### config.mk
export PLATFORM = sky130hd
export DESIGN_NAME = spi_reg_loader
export DESIGN_NICKNAME = d
export VERILOG_FILES = /design/src/rtl/spi_loader_pkg.sv /design/src/rtl/sync_edge.sv /design/src/rtl/spi_reg_loader.sv
export SDC_FILE = /design/constraint.sdc
export NUM_CORES = 1
export LEC_CHECK = 0
export CAP_MARGIN = 5
export CORE_MARGIN = 2
export CORE_UTILIZATION = 53
export DETAILED_ROUTE_END_ITERATION = 16
export GPL_TIMING_DRIVEN = 1
export HOLD_SLACK_MARGIN = 0.03
export PLACE_DENSITY = 0.77
export SLEW_MARGIN = 20
export SYNTH_ARGS = -nofsm -noshare
export SYNTH_HDL_FRONTEND = slang
export SYNTH_SLANG_ARGS = --single-unit
### constraint.sdc
create_clock -name clk -period 2.4 [get_ports clk]
set_clock_uncertainty 0.2 [all_clocks]
set_input_delay 0.24 -clock clk [delete_from_list [all_inputs] [get_ports clk]]
set_output_delay 0.24 -clock clk [all_outputs]
set_load 0.01 [all_outputs]
### src/rtl/spi_loader_pkg.sv
// Shared types and constants for the SPI register loader.
// Latency: n/a (declarations only).
// Backpressure: n/a.
package spi_loader_pkg;

    typedef enum logic [1:0] {
        IDLE   = 2'd0,
        SHIFT  = 2'd1,
        COMMIT = 2'd2
    } state_t;

    localparam int DATA_W_DEFAULT = 8;
    localparam int BITS_W         = $clog2(DATA_W_DEFAULT);

endpackage

### src/rtl/sync_edge.sv
// Multi-flop synchronizer for one asynchronous input, followed by a one-flop edge detector.
// Latency: level_o follows d_i after STAGES cycles; rise_o/fall_o are combinational on level_o.
// Backpressure: none; free-running sampler.
// Ports: clk, rst (async, active-high), d_i (async input),
//        level_o (synced level), rise_o / fall_o (one-cycle edge strobes).
module sync_edge #(
    parameter int   STAGES    = 2,
    parameter logic RESET_VAL = 1'b0
) (
    input  logic clk,
    input  logic rst,
    input  logic d_i,
    output logic level_o,
    output logic rise_o,
    output logic fall_o
);

    logic [STAGES-1:0] sync_q;
    logic              prev_q;

    // All flops clear to the line's idle level so that releasing reset
    // never manufactures an edge by itself.
    always_ff @(posedge clk or posedge rst) begin
        if (rst) begin
            sync_q <= {STAGES{RESET_VAL}};
            prev_q <= RESET_VAL;
        end else begin
            sync_q <= {sync_q[STAGES-2:0], d_i};
            prev_q <= sync_q[STAGES-1];
        end
    end

    assign level_o = sync_q[STAGES-1];
    assign rise_o  = level_o & ~prev_q;
    assign fall_o  = ~level_o & prev_q;

endmodule

### src/rtl/spi_reg_loader.sv
// SPI mode-0 slave that assembles MSB-first bytes and writes them to the storage register.
// Latency: we rises SYNC_STAGES+1 clk cycles after the 8th sclk high is first sampled.
// Backpressure: none; the master paces everything, clk must be >= 4x sclk.
// Ports: clk, rst (async, active-high); sclk, cs_n, mosi (async SPI inputs), miso (0 when idle);
//        rdata_in (register read-back), we/wdata (write strobe and byte), busy, frame_err.
import spi_loader_pkg::*;

module spi_reg_loader #(
    parameter int DATA_W      = DATA_W_DEFAULT,
    parameter int SYNC_STAGES = 2
) (
    input  logic              clk,
    input  logic              rst,
    input  logic              sclk,
    input  logic              cs_n,
    input  logic              mosi,
    output logic              miso,
    input  logic [DATA_W-1:0] rdata_in,
    output logic              we,
    output logic [DATA_W-1:0] wdata,
    output logic              busy,
    output logic              frame_err
);

    localparam int              CNT_W    = (DATA_W > 1) ? $clog2(DATA_W) : 1;
    localparam logic [CNT_W-1:0] LAST_BIT = CNT_W'(DATA_W - 1);

    logic sclk_rise, sclk_fall, sclk_lvl_unused;
    logic cs_rise, cs_fall, cs_lvl;
    logic mosi_lvl, mosi_rise_unused, mosi_fall_unused;

    sync_edge #(.STAGES(SYNC_STAGES), .RESET_VAL(1'b0)) u_sclk_sync (
        .clk(clk), .rst(rst), .d_i(sclk),
        .level_o(sclk_lvl_unused), .rise_o(sclk_rise), .fall_o(sclk_fall)
    );

    sync_edge #(.STAGES(SYNC_STAGES), .RESET_VAL(1'b1)) u_cs_sync (
        .clk(clk), .rst(rst), .d_i(cs_n),
        .level_o(cs_lvl), .rise_o(cs_rise), .fall_o(cs_fall)
    );

    sync_edge #(.STAGES(SYNC_STAGES), .RESET_VAL(1'b0)) u_mosi_sync (
        .clk(clk), .rst(rst), .d_i(mosi),
        .level_o(mosi_lvl), .rise_o(mosi_rise_unused), .fall_o(mosi_fall_unused)
    );

    state_t             state_q, state_d;
    logic [CNT_W-1:0]   cnt_q, cnt_d;
    logic [DATA_W-1:0]  rx_q, rx_d;
    logic [DATA_W-1:0]  tx_q, tx_d;
    logic               reload_q, reload_d;
    logic               mosi_al_q;
    logic               we_q, we_d;
    logic [DATA_W-1:0]  wdata_q, wdata_d;
    logic               busy_q, busy_d;
    logic               miso_q, miso_d;
    logic               err_q, err_d;

    always_comb begin
        state_d  = state_q;
        cnt_d    = cnt_q;
        rx_d     = rx_q;
        tx_d     = tx_q;
        reload_d = reload_q;
        we_d     = 1'b0;
        wdata_d  = wdata_q;
        busy_d   = (state_q != IDLE);
        miso_d   = 1'b0;
        err_d    = 1'b0;

        case (state_q)
            IDLE: begin
                cnt_d    = '0;
                reload_d = 1'b0;
                if (cs_fall) begin
                    tx_d    = rdata_in;
                    state_d = SHIFT;
                end
            end

            SHIFT: begin
                miso_d = tx_q[DATA_W-1];
                // First falling edge after a commit presents the freshly
                // written register value instead of continuing the old byte.
                if (sclk_fall) begin
                    tx_d     = reload_q ? rdata_in : {tx_q[DATA_W-2:0], 1'b0};
                    reload_d = 1'b0;
                end
                if (sclk_rise) begin
                    rx_d  = {rx_q[DATA_W-2:0], mosi_al_q};
                    cnt_d = (cnt_q == LAST_BIT) ? '0 : cnt_q + 1'b1;
                end
                // A completing bit wins over a simultaneous deselect.
                if (sclk_rise && (cnt_q == LAST_BIT)) begin
                    state_d = COMMIT;
                end else if (cs_rise) begin
                    err_d   = (cnt_q != '0);
                    cnt_d   = '0;
                    state_d = IDLE;
                end
            end

            COMMIT: begin
                miso_d   = cs_lvl ? 1'b0 : tx_q[DATA_W-1];
                we_d     = 1'b1;
                wdata_d  = rx_q;
                reload_d = 1'b1;
                state_d  = cs_lvl ? IDLE : SHIFT;
            end

            default: state_d = IDLE;
        endcase
    end

    always_ff @(posedge clk or posedge rst) begin
        if (rst) begin
            state_q   <= IDLE;
            cnt_q     <= '0;
            rx_q      <= '0;
            tx_q      <= '0;
            reload_q  <= 1'b0;
            mosi_al_q <= 1'b0;
            we_q      <= 1'b0;
            wdata_q   <= '0;
            busy_q    <= 1'b0;
            miso_q    <= 1'b0;
            err_q     <= 1'b0;
        end else begin
            state_q   <= state_d;
            cnt_q     <= cnt_d;
            rx_q      <= rx_d;
            tx_q      <= tx_d;
            reload_q  <= reload_d;
            mosi_al_q <= mosi_lvl;
            we_q      <= we_d;
            wdata_q   <= wdata_d;
            busy_q    <= busy_d;
            miso_q    <= miso_d;
            err_q     <= err_d;
        end
    end

    assign we        = we_q;
    assign wdata     = wdata_q;
    assign busy      = busy_q;
    assign miso      = miso_q;
    assign frame_err = err_q;

endmodule

==> results_dict.tcl <==
set metrics [dict create \
    ys_warn_count 0 \
    drtPass1Iterations 2 \
    fin_crit_sh 0.907 \
    grt_max_degree 44 \
    portBuffers 24 \
    cts_buffers 5 \
    p_seq_frac 0.443 \
    r2r_setup_slack_ns 0.22 \
    fmax_ghz 0.459 \
    route.vias.total 1018 \
    crit_path_cell_trace "inv_1, ha_1, nand2b_1, mux2_2, mux2_4" \
    yosys_register_bits 43 \
    fin_crit_ns 2.18 \
    hold_path.class "input pin to async pin" \
    cts_max_level 2 \
    wl_um 2750 \
    fin_area_um2 2240 \
    post-cts-setup-buffers 0 \
    cts_tree "built" \
    crit_family "multiplexers" \
    grt_usage 0.165 \
    gp_congestion 0.756 \
    relSlewSlack 0.659 \
    post_dp_cell_area_um2 2140 \
    netlist_area_um2 1840 \
    fp.dieW_um 62.9 \
    cp_max_fo 10 \
    grt_pass1_wl_um 5040 \
    core_area_um2 3340 \
    worst_hold_slack_ns 0.0972 \
    postSynthCellCount 122 \
    ios 25 \
    status "finished, final reports clean" \
    synth_nets 142 \
    crit_path_top_delay_cell "ha_1" \
    p_sw_frac 0.269 \
    dieHeight_um 62.9 \
    grt_antenna_before_repair 0 \
    comb_power_share 0.316 \
    ctsResizeCount 0 \
    syn_to_final_growth_pct 22.1 \
    layout_commonest_cell "dfrtp_1" \
    path_buf_inv 1 \
    syn_avg_cell_area_um2 15.1 \
    clockPowerShare 0.241 \
    ctsHoldBuffers 0 \
    crit_path_max_incr_delay_ns 0.43 \
    ys_seq_area_frac 0.587 \
    r2r-start "state_q[1]" \
    clk_latency_ns 0.35 \
    start_kind "flip-flop" \
    start_util 0.551 \
    maxCapViolations 0 \
    finalHoldViolations 0 \
    final_cell_mix "dfrtp_1, mux2_2, clkdlybuf4s50_1, inv_1" \
    peakVddDrop_mv 0.616 \
    p_leak_nw 1.05 \
    yosysTopAreaCellShare 0.545 \
    path_class "flip-flop to flip-flop" \
    drive_gt1_frac 0.338 \
    cp-startpoint "state_q[1]" \
    diodes 0 \
    grt-ovfl-total 0 \
    utilization 0.672 \
    fin_nets 173 \
    dp_hpwl_um 1920 \
    drt_iter0_drc 47 \
    rows 21 \
    via_per_inst 5.09 \
    drc 0 \
    ys_top_cells_by_area "dfrtp_1, mux2_2, mux2_4" \
    ys_types 27 \
    rsz0062_at_grt "no" \
    cp_data_required_time_ns 2.44 \
    ant_nets 0 \
    tightestPinTransition_ns 0.512 \
    setup_slack_ns 0.222 \
    cts.path.max_buffers 2 \
    p_sw_mw 0.608 \
    worstPathArrival_ns 2.22 \
    finalSetupTns_ns 0 \
    cts_root_buf "clkbuf_4" \
    pre_cts_ws_ns 0.221 \
    routedWlPerCell_um 13.7 \
    intPower_mw 1.65 \
    grt_pass1_vias 1127 \
    synth_largest_area_cell "dfrtp_1" \
    cp-end-kind "flip-flop" \
    clk_pin_slew_ns 0.12 \
    die-area_um2 3960 \
    power.density_nw_per_um2 1010 \
    setup_viol 0 \
    cts.sinks 43 \
    slew_viol_final 0 \
]
==> registers in the layout, summed over array words and instances (netlist names) <==
register            cells
busy                    1
cnt_q                   3
frame_err               1
miso                    1
mosi_al_q               1
reload_q                1
rx_q                    8
state_q                 2
tx_q                    8
u_cs_sync.prev_q        1
u_cs_sync.sync_q        2
u_mosi_sync.sync_q      2
u_sclk_sync.prev_q      1
u_sclk_sync.sync_q      2
wdata                   8
we                      1
==> worst reg2reg max path, delay by kind of cell (launching register included) <==
family,cells,cell delay (ns)
adders and majority gates,1,0.43
buffers and inverters,1,0.11
DFF,1,0.42
muxes,2,0.61
and+or+nand+nor,1,0.31
==> power groups by stage <==
| stage | registers, mW | logic (mW) | clock network, mW |
|---|---|---|---|
| after floorplan | 0.987 | 0.585 | 0 |
| after global placement | 1.00 | 0.698 | 0 |
| after detailed placement | 1.01 | 0.726 | 0 |
| after CTS | 1.00 | 0.727 | 0.564 |
| after global routing | 1.03 | 0.786 | 0.588 |
| final | 1.00 | 0.715 | 0.546 |
==> area by class of cell <==
class	count	area (um^2)
Fill cell	251	1090
Sequential cell	43	1080
Inverter	8	30.0
Multi-Input combinational cell	68	712
Clock inverter	2	60.1
Tap cell	46	57.6
Timing Repair Buffer	27	263
Clock buffer	6	41.3
==> path summary, 6_finish.rpt <==
kind                                        to  cells past startpoint
setup / recovery                       tx_q[5]                      5
max in group asynchronous     u_cs_sync.prev_q                      3
setup reg to reg                       tx_q[5]                      5
hold / removal                        wdata[3]                      3
hold reg to reg            u_cs_sync.sync_q[1]                      0
min in group clk           u_cs_sync.sync_q[0]                      1
==> logic make-up after synthesis <==
family,after synthesis,share of synthesized area
compound gates,10,0.0517
buf+inv,11,0.0252
flops,43,0.587
mux,34,0.221
fa+ha+maj,7,0.0476
simple gates,17,0.0667
==> per-layer routing <==
| layer | part of all wire | track usage | vias to the layer above |
|---|---|---|---|
| li1 | - | - | 485 |
| met1 | 0.41 | 0.197 | 504 |
| met2 | 0.53 | 0.270 | 22 |
| met3 | 0.036 | 0.0414 | 7 |
| met4 | 0.022 | 0.0972 | 0 |
| met5 | 0 | 0 | - |
==> cells in the mapped netlist (all sizes together) <==
| cell type | count |
|---|---|
| mux2i | 2 |
| a221oi | 1 |
| inv | 8 |
| a21oi | 3 |
| or2b | 2 |
| a31o | 1 |
| a32oi | 1 |
| or3b | 1 |
| nand2b | 6 |
| nand3b | 2 |
| buf | 2 |
| mux2 | 32 |
| nand2 | 2 |
| o21ba | 1 |
| ha | 7 |
| nand3 | 2 |
| dfstp | 3 |
| o2bb2ai | 1 |
| a22o | 2 |
| clkbuf | 1 |
| dfrtp | 40 |
| nor2 | 2 |
==> metrics by stage <==
stage,cells,power (mW)
3_3_place_gp,192,1.70
2_1_floorplan,122,1.57
3_5_place_dp,192,1.74
5_1_grt,200,2.40
4_1_cts,200,2.29
6_report,200,2.26
Power figures use the tool's default switching activity.
